$ cat src/rtl/udi_cmd_issuer_pkg.sv
// UDI command issuer shared definitions.
// Opcode fields, status codes and FSM state encoding.
package udi_cmd_issuer_pkg;

  localparam logic [5:0] UDI_MAJOR = 6'd28;
  localparam logic [5:0] FN_LO     = 6'd16;
  localparam logic [5:0] FN_HI     = 6'd22;

  localparam logic [1:0] ST_OK   = 2'b00;
  localparam logic [1:0] ST_RI   = 2'b01;
  localparam logic [1:0] ST_TMO  = 2'b10;
  localparam logic [1:0] ST_KILL = 2'b11;

  typedef enum logic [1:0] {
    S_IDLE,
    S_EXEC,
    S_MEM,
    S_DONE
  } state_e;

  function automatic logic [31:0] mk_ir(
    input logic [5:0] funct,
    input logic [4:0] rd
  );
    return {UDI_MAJOR, 5'd0, 5'd0, rd, 5'd0, funct};
  endfunction

endpackage

$ cat src/rtl/udi_stall_timer.sv
// M-stage stall timer: saturating counter.
// Flags timeout once STALL cycles reach MAX.
module udi_stall_timer #(
  parameter int MAX = 16
) (
  input  logic clk,
  input  logic rst,
  input  logic clr,
  input  logic en,
  output logic timeout
);

  localparam int W = $clog2(MAX + 1);
  localparam logic [W-1:0] MAXV = W'(MAX);

  logic [W-1:0] cnt_q, cnt_d;

  // Clear wins; otherwise count stalls up to MAX and hold.
  always_comb begin
    cnt_d = cnt_q;
    if (clr)
      cnt_d = '0;
    else if (en && cnt_q != MAXV)
      cnt_d = cnt_q + 1'b1;
  end

  // Counter register.
  always_ff @(posedge clk) begin
    if (rst) cnt_q <= '0;
    else     cnt_q <= cnt_d;
  end

  assign timeout = (cnt_q == MAXV);

endmodule

$ cat src/rtl/udi_cmd_issuer.sv
// Core-side UDI initiator: host cmd -> E/M stage
// sequencing -> host response.
`ifndef M14K_UDI_EXT_TOUDI_WIDTH
`define M14K_UDI_EXT_TOUDI_WIDTH 1
`endif
module udi_cmd_issuer
  import udi_cmd_issuer_pkg::*;
#(
  parameter int STALL_MAX  = 16,
  parameter bit ENDIAN_BIG = 1'b0,
  parameter bit KD_MODE    = 1'b1
) (
  input  logic        UDI_gclk,
  input  logic        UDI_greset,
  input  logic        cmd_valid,
  output logic        cmd_ready,
  input  logic [5:0]  cmd_funct,
  input  logic [31:0] cmd_rs,
  input  logic [31:0] cmd_rt,
  input  logic [4:0]  cmd_rd,
  input  logic        cmd_abort,
  output logic        res_valid,
  input  logic        res_ready,
  output logic [31:0] res_data,
  output logic [4:0]  res_rd,
  output logic [1:0]  res_status,
  output logic [31:0] UDI_ir_e,
  output logic        UDI_irvalid_e,
  output logic        UDI_start_e,
  output logic [31:0] UDI_rs_e,
  output logic [31:0] UDI_rt_e,
  output logic        UDI_run_m,
  output logic        UDI_kill_m,
  output logic        UDI_endianb_e,
  output logic        UDI_kd_mode_e,
  output logic [`M14K_UDI_EXT_TOUDI_WIDTH-1:0] UDI_toudi,
  input  logic [31:0] UDI_rd_m,
  input  logic [4:0]  UDI_wrreg_e,
  input  logic        UDI_ri_e,
  input  logic        UDI_stall_m,
  input  logic        UDI_present
);

  state_e      state_q, state_d;
  logic [31:0] ir_q, ir_d;
  logic [31:0] rs_q, rs_d;
  logic [31:0] rt_q, rt_d;
  logic        irv_q, irv_d;
  logic        run_q, run_d;
  logic        rdy_q, rdy_d;
  logic        rv_q, rv_d;
  logic [31:0] dat_q, dat_d;
  logic [4:0]  rd_q, rd_d;
  logic [1:0]  st_q, st_d;
  logic        apend_q, apend_d;
  logic        kill, tmo, abort;

  udi_stall_timer #(
    .MAX(STALL_MAX)
  ) u_tmr (
    .clk    (UDI_gclk),
    .rst    (UDI_greset),
    .clr    (state_q == S_EXEC),
    .en     (state_q == S_MEM && UDI_stall_m),
    .timeout(tmo)
  );

  // Next-state and next-output logic for the E/M sequencer.
  always_comb begin
    state_d = state_q;
    ir_d    = ir_q;
    rs_d    = rs_q;
    rt_d    = rt_q;
    irv_d   = 1'b0;
    run_d   = 1'b0;
    rdy_d   = rdy_q;
    rv_d    = rv_q;
    dat_d   = dat_q;
    rd_d    = rd_q;
    st_d    = st_q;
    apend_d = 1'b0;
    kill    = 1'b0;
    abort   = cmd_abort | apend_q;
    unique case (state_q)
      S_IDLE: begin
        if (cmd_valid) begin
          ir_d    = mk_ir(cmd_funct, cmd_rd);
          rs_d    = cmd_rs;
          rt_d    = cmd_rt;
          irv_d   = 1'b1;
          rdy_d   = 1'b0;
          state_d = S_EXEC;
        end
      end
      S_EXEC: begin
        if (UDI_ri_e || !UDI_present) begin
          st_d    = ST_RI;
          dat_d   = '0;
          rd_d    = '0;
          rv_d    = 1'b1;
          state_d = S_DONE;
        end else begin
          rd_d    = UDI_wrreg_e;
          run_d   = 1'b1;
          apend_d = cmd_abort;
          state_d = S_MEM;
        end
      end
      S_MEM: begin
        if (abort) begin
          kill    = 1'b1;
          st_d    = ST_KILL;
          dat_d   = '0;
          rv_d    = 1'b1;
          state_d = S_DONE;
        end else if (UDI_stall_m && tmo) begin
          kill    = 1'b1;
          st_d    = ST_TMO;
          dat_d   = '0;
          rv_d    = 1'b1;
          state_d = S_DONE;
        end else if (!UDI_stall_m) begin
          st_d    = ST_OK;
          dat_d   = UDI_rd_m;
          rv_d    = 1'b1;
          state_d = S_DONE;
        end else begin
          run_d   = 1'b1;
        end
      end
      S_DONE: begin
        if (res_ready) begin
          rv_d    = 1'b0;
          rdy_d   = 1'b1;
          state_d = S_IDLE;
        end
      end
      default: state_d = S_IDLE;
    endcase
  end

  // State and registered outputs.
  always_ff @(posedge UDI_gclk) begin
    if (UDI_greset) begin
      state_q <= S_IDLE;
      ir_q    <= '0;
      rs_q    <= '0;
      rt_q    <= '0;
      irv_q   <= 1'b0;
      run_q   <= 1'b0;
      rdy_q   <= 1'b1;
      rv_q    <= 1'b0;
      dat_q   <= '0;
      rd_q    <= '0;
      st_q    <= '0;
      apend_q <= 1'b0;
    end else begin
      state_q <= state_d;
      ir_q    <= ir_d;
      rs_q    <= rs_d;
      rt_q    <= rt_d;
      irv_q   <= irv_d;
      run_q   <= run_d;
      rdy_q   <= rdy_d;
      rv_q    <= rv_d;
      dat_q   <= dat_d;
      rd_q    <= rd_d;
      st_q    <= st_d;
      apend_q <= apend_d;
    end
  end

  assign cmd_ready     = rdy_q;
  assign res_valid     = rv_q;
  assign res_data      = dat_q;
  assign res_rd        = rd_q;
  assign res_status    = st_q;
  assign UDI_ir_e      = ir_q;
  assign UDI_irvalid_e = irv_q;
  assign UDI_start_e   = irv_q;
  assign UDI_rs_e      = rs_q;
  assign UDI_rt_e      = rt_q;
  assign UDI_run_m     = run_q;
  assign UDI_kill_m    = kill & ~UDI_greset;
  assign UDI_endianb_e = ENDIAN_BIG;
  assign UDI_kd_mode_e = KD_MODE;
  assign UDI_toudi     = '0;

endmodule
$ cat config.mk
export PLATFORM = sky130hd
export DESIGN_NAME = udi_cmd_issuer
export DESIGN_NICKNAME = d
export VERILOG_FILES = /design/src/rtl/udi_cmd_issuer_pkg.sv /design/src/rtl/udi_stall_timer.sv /design/src/rtl/udi_cmd_issuer.sv
export SDC_FILE = /design/constraint.sdc
export NUM_CORES = 1
export LEC_CHECK = 0
export CAP_MARGIN = 20
export CORE_MARGIN = 3
export CORE_UTILIZATION = 40
export CTS_CLUSTER_DIAMETER = 120
export DETAILED_ROUTE_END_ITERATION = 12
export DONT_BUFFER_PORTS = 1
export GPL_ROUTABILITY_DRIVEN = 0
export PLACE_DENSITY = 0.51
export SLEW_MARGIN = 10
export SYNTH_ARGS = -nofsm -noshare
export SYNTH_HDL_FRONTEND = slang
export SYNTH_SLANG_ARGS = --single-unit
$ cat constraint.sdc
create_clock -name UDI_gclk -period 1.97 [get_ports UDI_gclk]
set_clock_uncertainty 0.05 [all_clocks]
set_input_delay 0.197 -clock UDI_gclk [delete_from_list [all_inputs] [get_ports UDI_gclk]]
set_output_delay 0.197 -clock UDI_gclk [all_outputs]
set_load 0.02 [all_outputs]
* Yosys cells after proc, flatten, opt, wreduce, memory -nomap -nowiden
Cells that the tools add are included.
Word-level totals: input bits 120, output and inout port bits 144, register bits 127
Cells by class: bitwise logic cells 5, reduce and logical (&&, ||, !) cells 17, eq/ne operators 9, muxes and demuxes 36, $add $sub $neg 1
Operators by type and width (number):
- $mux W32 | 4
- $pmux W32 S2 | 1
- $mux W2 | 9
- $mux W1 | 16
- $reduce_and A3 Y1 | 3
- $pmux W2 S4 | 1
- $ne A2 B2 Y1 const B | 3
- $add A5 B1 Y5 const B | 1
- $eq A5 B5 Y1 const B | 1
- $mux W5 | 1
- $ne A5 B5 Y1 const B | 1
- $eq A2 B2 Y1 const B | 2
- $ne A4 B3 Y1 const B | 1
- $pmux W1 S2 | 2
- $pmux W2 S2 | 1
- $reduce_and A4 Y1 | 1
- $reduce_bool A2 Y1 | 2
- $reduce_or A2 Y1 | 2
- $logic_and A1 B1 Y1 | 3
- $not A1 Y1 | 3
- $pmux W1 S3 | 1
- $reduce_bool A3 Y1 | 1
- $reduce_or A3 Y1 | 1
- $eq A2 B1 Y1 const B | 1
- 6 further kinds | 6

* Longest topological paths before layout
depth in word-level cells 6, gate-level depth with buffers 8, depth with buffers taken out 6

* Modules after synthesis
A second synthesis with hierarchy kept.
Unflattened totals: cells, all modules 603, area, all modules 4982.3 um^2
Modules (own cells, without submodules):
- udi_cmd_issuer | area each 4700.8 um^2, cells an instance 574, times used 1
- udi_stall_timer | area each 281.5 um^2, cells an instance 29, times used 1

* Least setup slack after synthesis
OpenSTA, ideal clock, no wires.
kind register to register, from reg state_q[1], to reg dat_q[10], in the netlist res_data[10], data required time 1861 ps, path buffers 1, stages on the path, launching flop included 7, clock period less this slack 1698 ps, data arrival time 1589 ps, setup slack 272 ps, cell sequence dfxtp_1 > inv_1 > ha_1 > nand3_1 > nor4_2 > buf_2 > a22o_1
On the way: word-level cells in the longest chain between the ends 3, elaborated cells between the ends (all ways) 7
RTL lines:
- start, declared | line udi_cmd_issuer.sv:44 | state_e state_q, state_d;
- start signal, assigned | line udi_cmd_issuer.sv:158 | state_q <= state_d;
- $eq A2 B2 Y1 or $eq A2 B1 Y1 (tied branches) | line udi_cmd_issuer.sv:84 | unique case (state_q)
- $ne A4 B3 Y1 (no line), or another cell as far along
- $reduce_and A3 Y1 (no line)
- end signal, assigned | line udi_cmd_issuer.sv:166 | dat_q <= dat_d;
- end, declared | line udi_cmd_issuer.sv:52 | logic [31:0] dat_q, dat_d;
Parallel ways exist; a longest one is shown, timed or not. A chain may end at the register's enable or synchronous reset.

* Final worst setup path
from reg u_tmr.cnt_q[0], to out UDI_kill_m
On the way: word-level cells in the longest chain between the ends 6
RTL lines:
- start, declared | line udi_stall_timer.sv:16 | logic [W-1:0] cnt_q, cnt_d;
- start signal, assigned | line udi_stall_timer.sv:30 | else cnt_q <= cnt_d;
- $eq A5 B5 Y1 | line udi_stall_timer.sv:33 | assign timeout = (cnt_q == MAXV);
- $logic_and A1 B1 Y1 | line udi_cmd_issuer.sv:116 | end else if (UDI_stall_m && tmo) begin
- $mux W1 | line udi_cmd_issuer.sv:116
- $mux W1 | line udi_cmd_issuer.sv:110 | if (abort) begin
- $mux W1 | line udi_cmd_issuer.sv:84
- $and A1 B1 Y1 | line udi_cmd_issuer.sv:184 | assign UDI_kill_m = kill & ~UDI_greset;
- end, declared | line udi_cmd_issuer.sv:33 | output logic UDI_kill_m,
No other way between the ends.

==> impl_metrics.json <==
{
  "status": "finished, violations left",
  "violations": "negative hold slack",
  "cts-root-buf": "clkbuf_16",
  "yosysSeqAreaShare_pct": 53.8,
  "preCtsSetupSlack_ns": 0.0951,
  "regToRegStartpoint": "u_tmr.cnt_q[0]$_SDFFE_PP0P_",
  "startpoint": "u_tmr.cnt_q[0]$_SDFFE_PP0P_",
  "dieHeight_um": 115,
  "hold_slack_ns": -0.178,
  "drc_errors": 0,
  "synthCells": 531,
  "layoutNonFillerInstCount": 749,
  "post-place-cells": 641,
  "ant_nets": 0,
  "worstPathArrival_ns": 1.64,
  "hold_path.class": "input pin to flop",
  "start_util_pct": 41.2,
  "critical_path_class": "flop to output pin",
  "cts_tree": "done",
  "totalWireLength_um": 12700,
  "switching_share_pct": 33.4,
  "min_from": "UDI_greset",
  "cts_setup_buffers": 0,
  "crit_path_start_kind": "flop",
  "antenna_found_initial": 0,
  "cp_data_required_time_ns": 1.72,
  "vias_per_cell": 5.05,
  "maxCapViolations": 0,
  "p_int_w": 0.00571,
  "rsz0062_at_grt": "yes",
  "grt_max_degree": 97,
  "finalMaxSlewViolations": 0,
  "diodes": 0,
  "core-area_mm2": 0.0115,
  "pin_count": 264,
  "yosysWarnings": 0,
  "syn_area_mm2": 0.00472,
  "grt_usage_pct": 18.1,
  "fin_crit_sh_pct": 95.8,
  "setup_violations": 0,
  "endpoint_kind": "output pin",
  "pwr-share-clk_pct": 37.1,
  "io_buffers": 0,
  "ys.flop_type": "dfxtp_1",
  "clockBufferDepth": 2,
  "tightest_slew_ns": 0.652,
  "p_switching_w": 0.00286,
  "grt_pass1_wl_um": 18400,
  "power.static_leakage_nw": 2.41,
  "num_rows": 39,
  "fin_nets": 720,
  "numCtsBuffers": 17,
  "clk_latency_ns": 0.40,
  "powerDensity_mw_per_mm2": 1400,
  "hold_viol": 89,
  "ys_async_sr_fraction_pct": 0,
  "clkTransAtPathRegs_ns": 0.05,
  "vias": 3780,
  "final_layout_size_suffix_gt1_share_pct": 8.75,
  "die_w_um": 115,
  "pwr-share-seq_pct": 42.9,
  "avgSynthCellArea_um2": 8.90,
  "layout_setup_ws_ns": 0.0819,
  "dr.first_iter.drc_count": 235,
  "syn_to_final_growth_pct": 29.7,
  "wl_per_cell_um": 17.0,
  "cts_sinks": 127,
  "dieArea_mm2": 0.0131,
  "fmax_mhz": 530,
  "fin_crit_ns": 1.89,
  "grt_pass1_vias": 3503,
  "overflow": 0,
  "cp_max_fo": 6,
  "peakVddDrop_uv": 1000,
  "fillers": 995,
  "post-dp-hpwl_um": 8270,
  "pwr-share-comb_pct": 20.0,
  "relSlewSlack_pct": 56.5,
  "ys_ff_latch": 127,
  "htree_levels": 4,
  "firstDrtPassIters": 4,
  "synth.distinct_cells": 43,
  "synth_edf_count": 0
}
cell usage after synthesis, types with 2 or more instances:
master,instances,area (um^2)
dfxtp_1,127,2540
a22o_1,32,280
nor2b_1,8,50.1
nand2_1,151,567
and3_1,2,12.5
clkbuf_1,15,56.3
nor2_1,11,41.3
xor2_1,3,26.3
conb_1,2,7.51
buf_2,10,50.1
nor3_1,7,35.0
buf_6,3,33.8
buf_4,24,180
buf_1,8,30.0
nand3_1,4,20.0
nor3b_1,2,15.0
mux2i_1,2,20.0
inv_1,7,26.3
a21oi_1,83,415
ha_1,7,87.6
stage by stage:
stage / area (um^2) / power (W) / TNS (ns) / utilization [%]
floorplan: 4790 / 0.00493 / 0 / -
CTS: 5730 / 0.00859 / 0 / 50.0
global placement: 4750 / 0.00526 / 0 / 41.4
finish: 6130 / 0.00857 / 0 / 53.4
detailed placement: 4750 / 0.00531 / 0 / 41.4
global route: 6130 / 0.00902 / -0.0139 / 53.4
worst max-delay path, cell delays in order, from the launching register on:
cell	delay (ns)
dfxtp_2	0.33
inv_1	0.08
ha_1	0.20
nand4bb_4	0.18
nor2_1	0.18
o211a_1	0.28
final timing paths:
check,end,slack (ns),depth (start not counted)
worst max-delay path,UDI_kill_m,0.08,5
worst min-delay path,res_rd[2]$_SDFFE_PP0P_,-0.18,1
worst max register to register,u_tmr.cnt_q[2]$_SDFFE_PP0P_,0.12,7
worst min register to register,UDI_rs_e[14]$_SDFFE_PP0P_,0.50,2
sequential cells by signal, indices dropped and copies added, names as in the netlist, 2 cells and up:
signal	flops
UDI_rs_e	32
UDI_rt_e	32
res_data	32
UDI_ir_e	12
res_rd	5
u_tmr.cnt_q	5
res_status	2
state_q	2
metal layers:
layer,track usage [%],share of wire [%],up-vias
met1,19.1,37,1728
met5,0,0,-
met4,7.21,1.5,0
met3,9.30,11,19
li1,-,-,1853
met2,30.3,50,180
what timing repair did:
item | in CTS | in global routing
resized for setup | 0 | 5
hold buffers | 38 | 38
endpoints found under the setup margin | 0 | 37
endpoints found under the hold margin | 127 | 89
area by class of cell:
class / instances / area (um^2) / area share [%]
sequential: 127 / 2540 / 41.5
timing repair buffer: 84 / 871 / 14.2
inverter: 7 / 26.3 / 0.429
tap: 143 / 179 / 2.92
clock inverter: 10 / 134 / 2.19
clock buffer: 22 / 474 / 7.74
multi-input combinational: 356 / 1900 / 31.0
cell families (layout without fill, tap and decap cells):
kind of cell / count (synthesis) / after routing / synth area share [%]
buffers and inverters: 67 / 123 / 7.97
AOI/OAI and AO/OA: 126 / 126 / 16.9
other: 2 / 21 / 0.159
DFF: 127 / 127 / 53.8
muxes: 2 / 2 / 0.424
and+or+nand+nor: 196 / 196 / 18.1
xor gates and xnor gates: 4 / 4 / 0.742
adders and majority gates: 7 / 7 / 1.85
power by group through the flow:
stage                     sequential [W]  combinational, W  clock [W]
after CTS                        0.00369           0.00164    0.00326
after global placement           0.00374           0.00153          0
after detailed placement         0.00374           0.00157          0
after floorplan                  0.00361           0.00133          0
final                            0.00368           0.00171    0.00318
after global routing             0.00373           0.00190    0.00339
placed cells by master (no fill, tap or decap), types with 2 or more instances in the layout:
cell type / instances
buf_4: 4
dfxtp_2: 2
a21oi_1: 83
clkbuf_1: 2
buf_12: 4
clkinv_2: 4
clkbuf_16: 17
and3_1: 2
nand3_1: 3
clkbuf_8: 3
nand2_2: 2
dfxtp_1: 125
xor2_1: 3
nor2b_1: 8
ha_2: 2
ha_1: 5
inv_1: 7
dlygate4sd3_1: 76
nor2_1: 11
mux2i_1: 2
nor3b_1: 2
bufinv_16: 3
conb_1: 21
nand2_1: 150
a22o_1: 32
clkinvlp_4: 2
nor3_1: 7
Note: power is estimated with default switching activity, not from simulation.
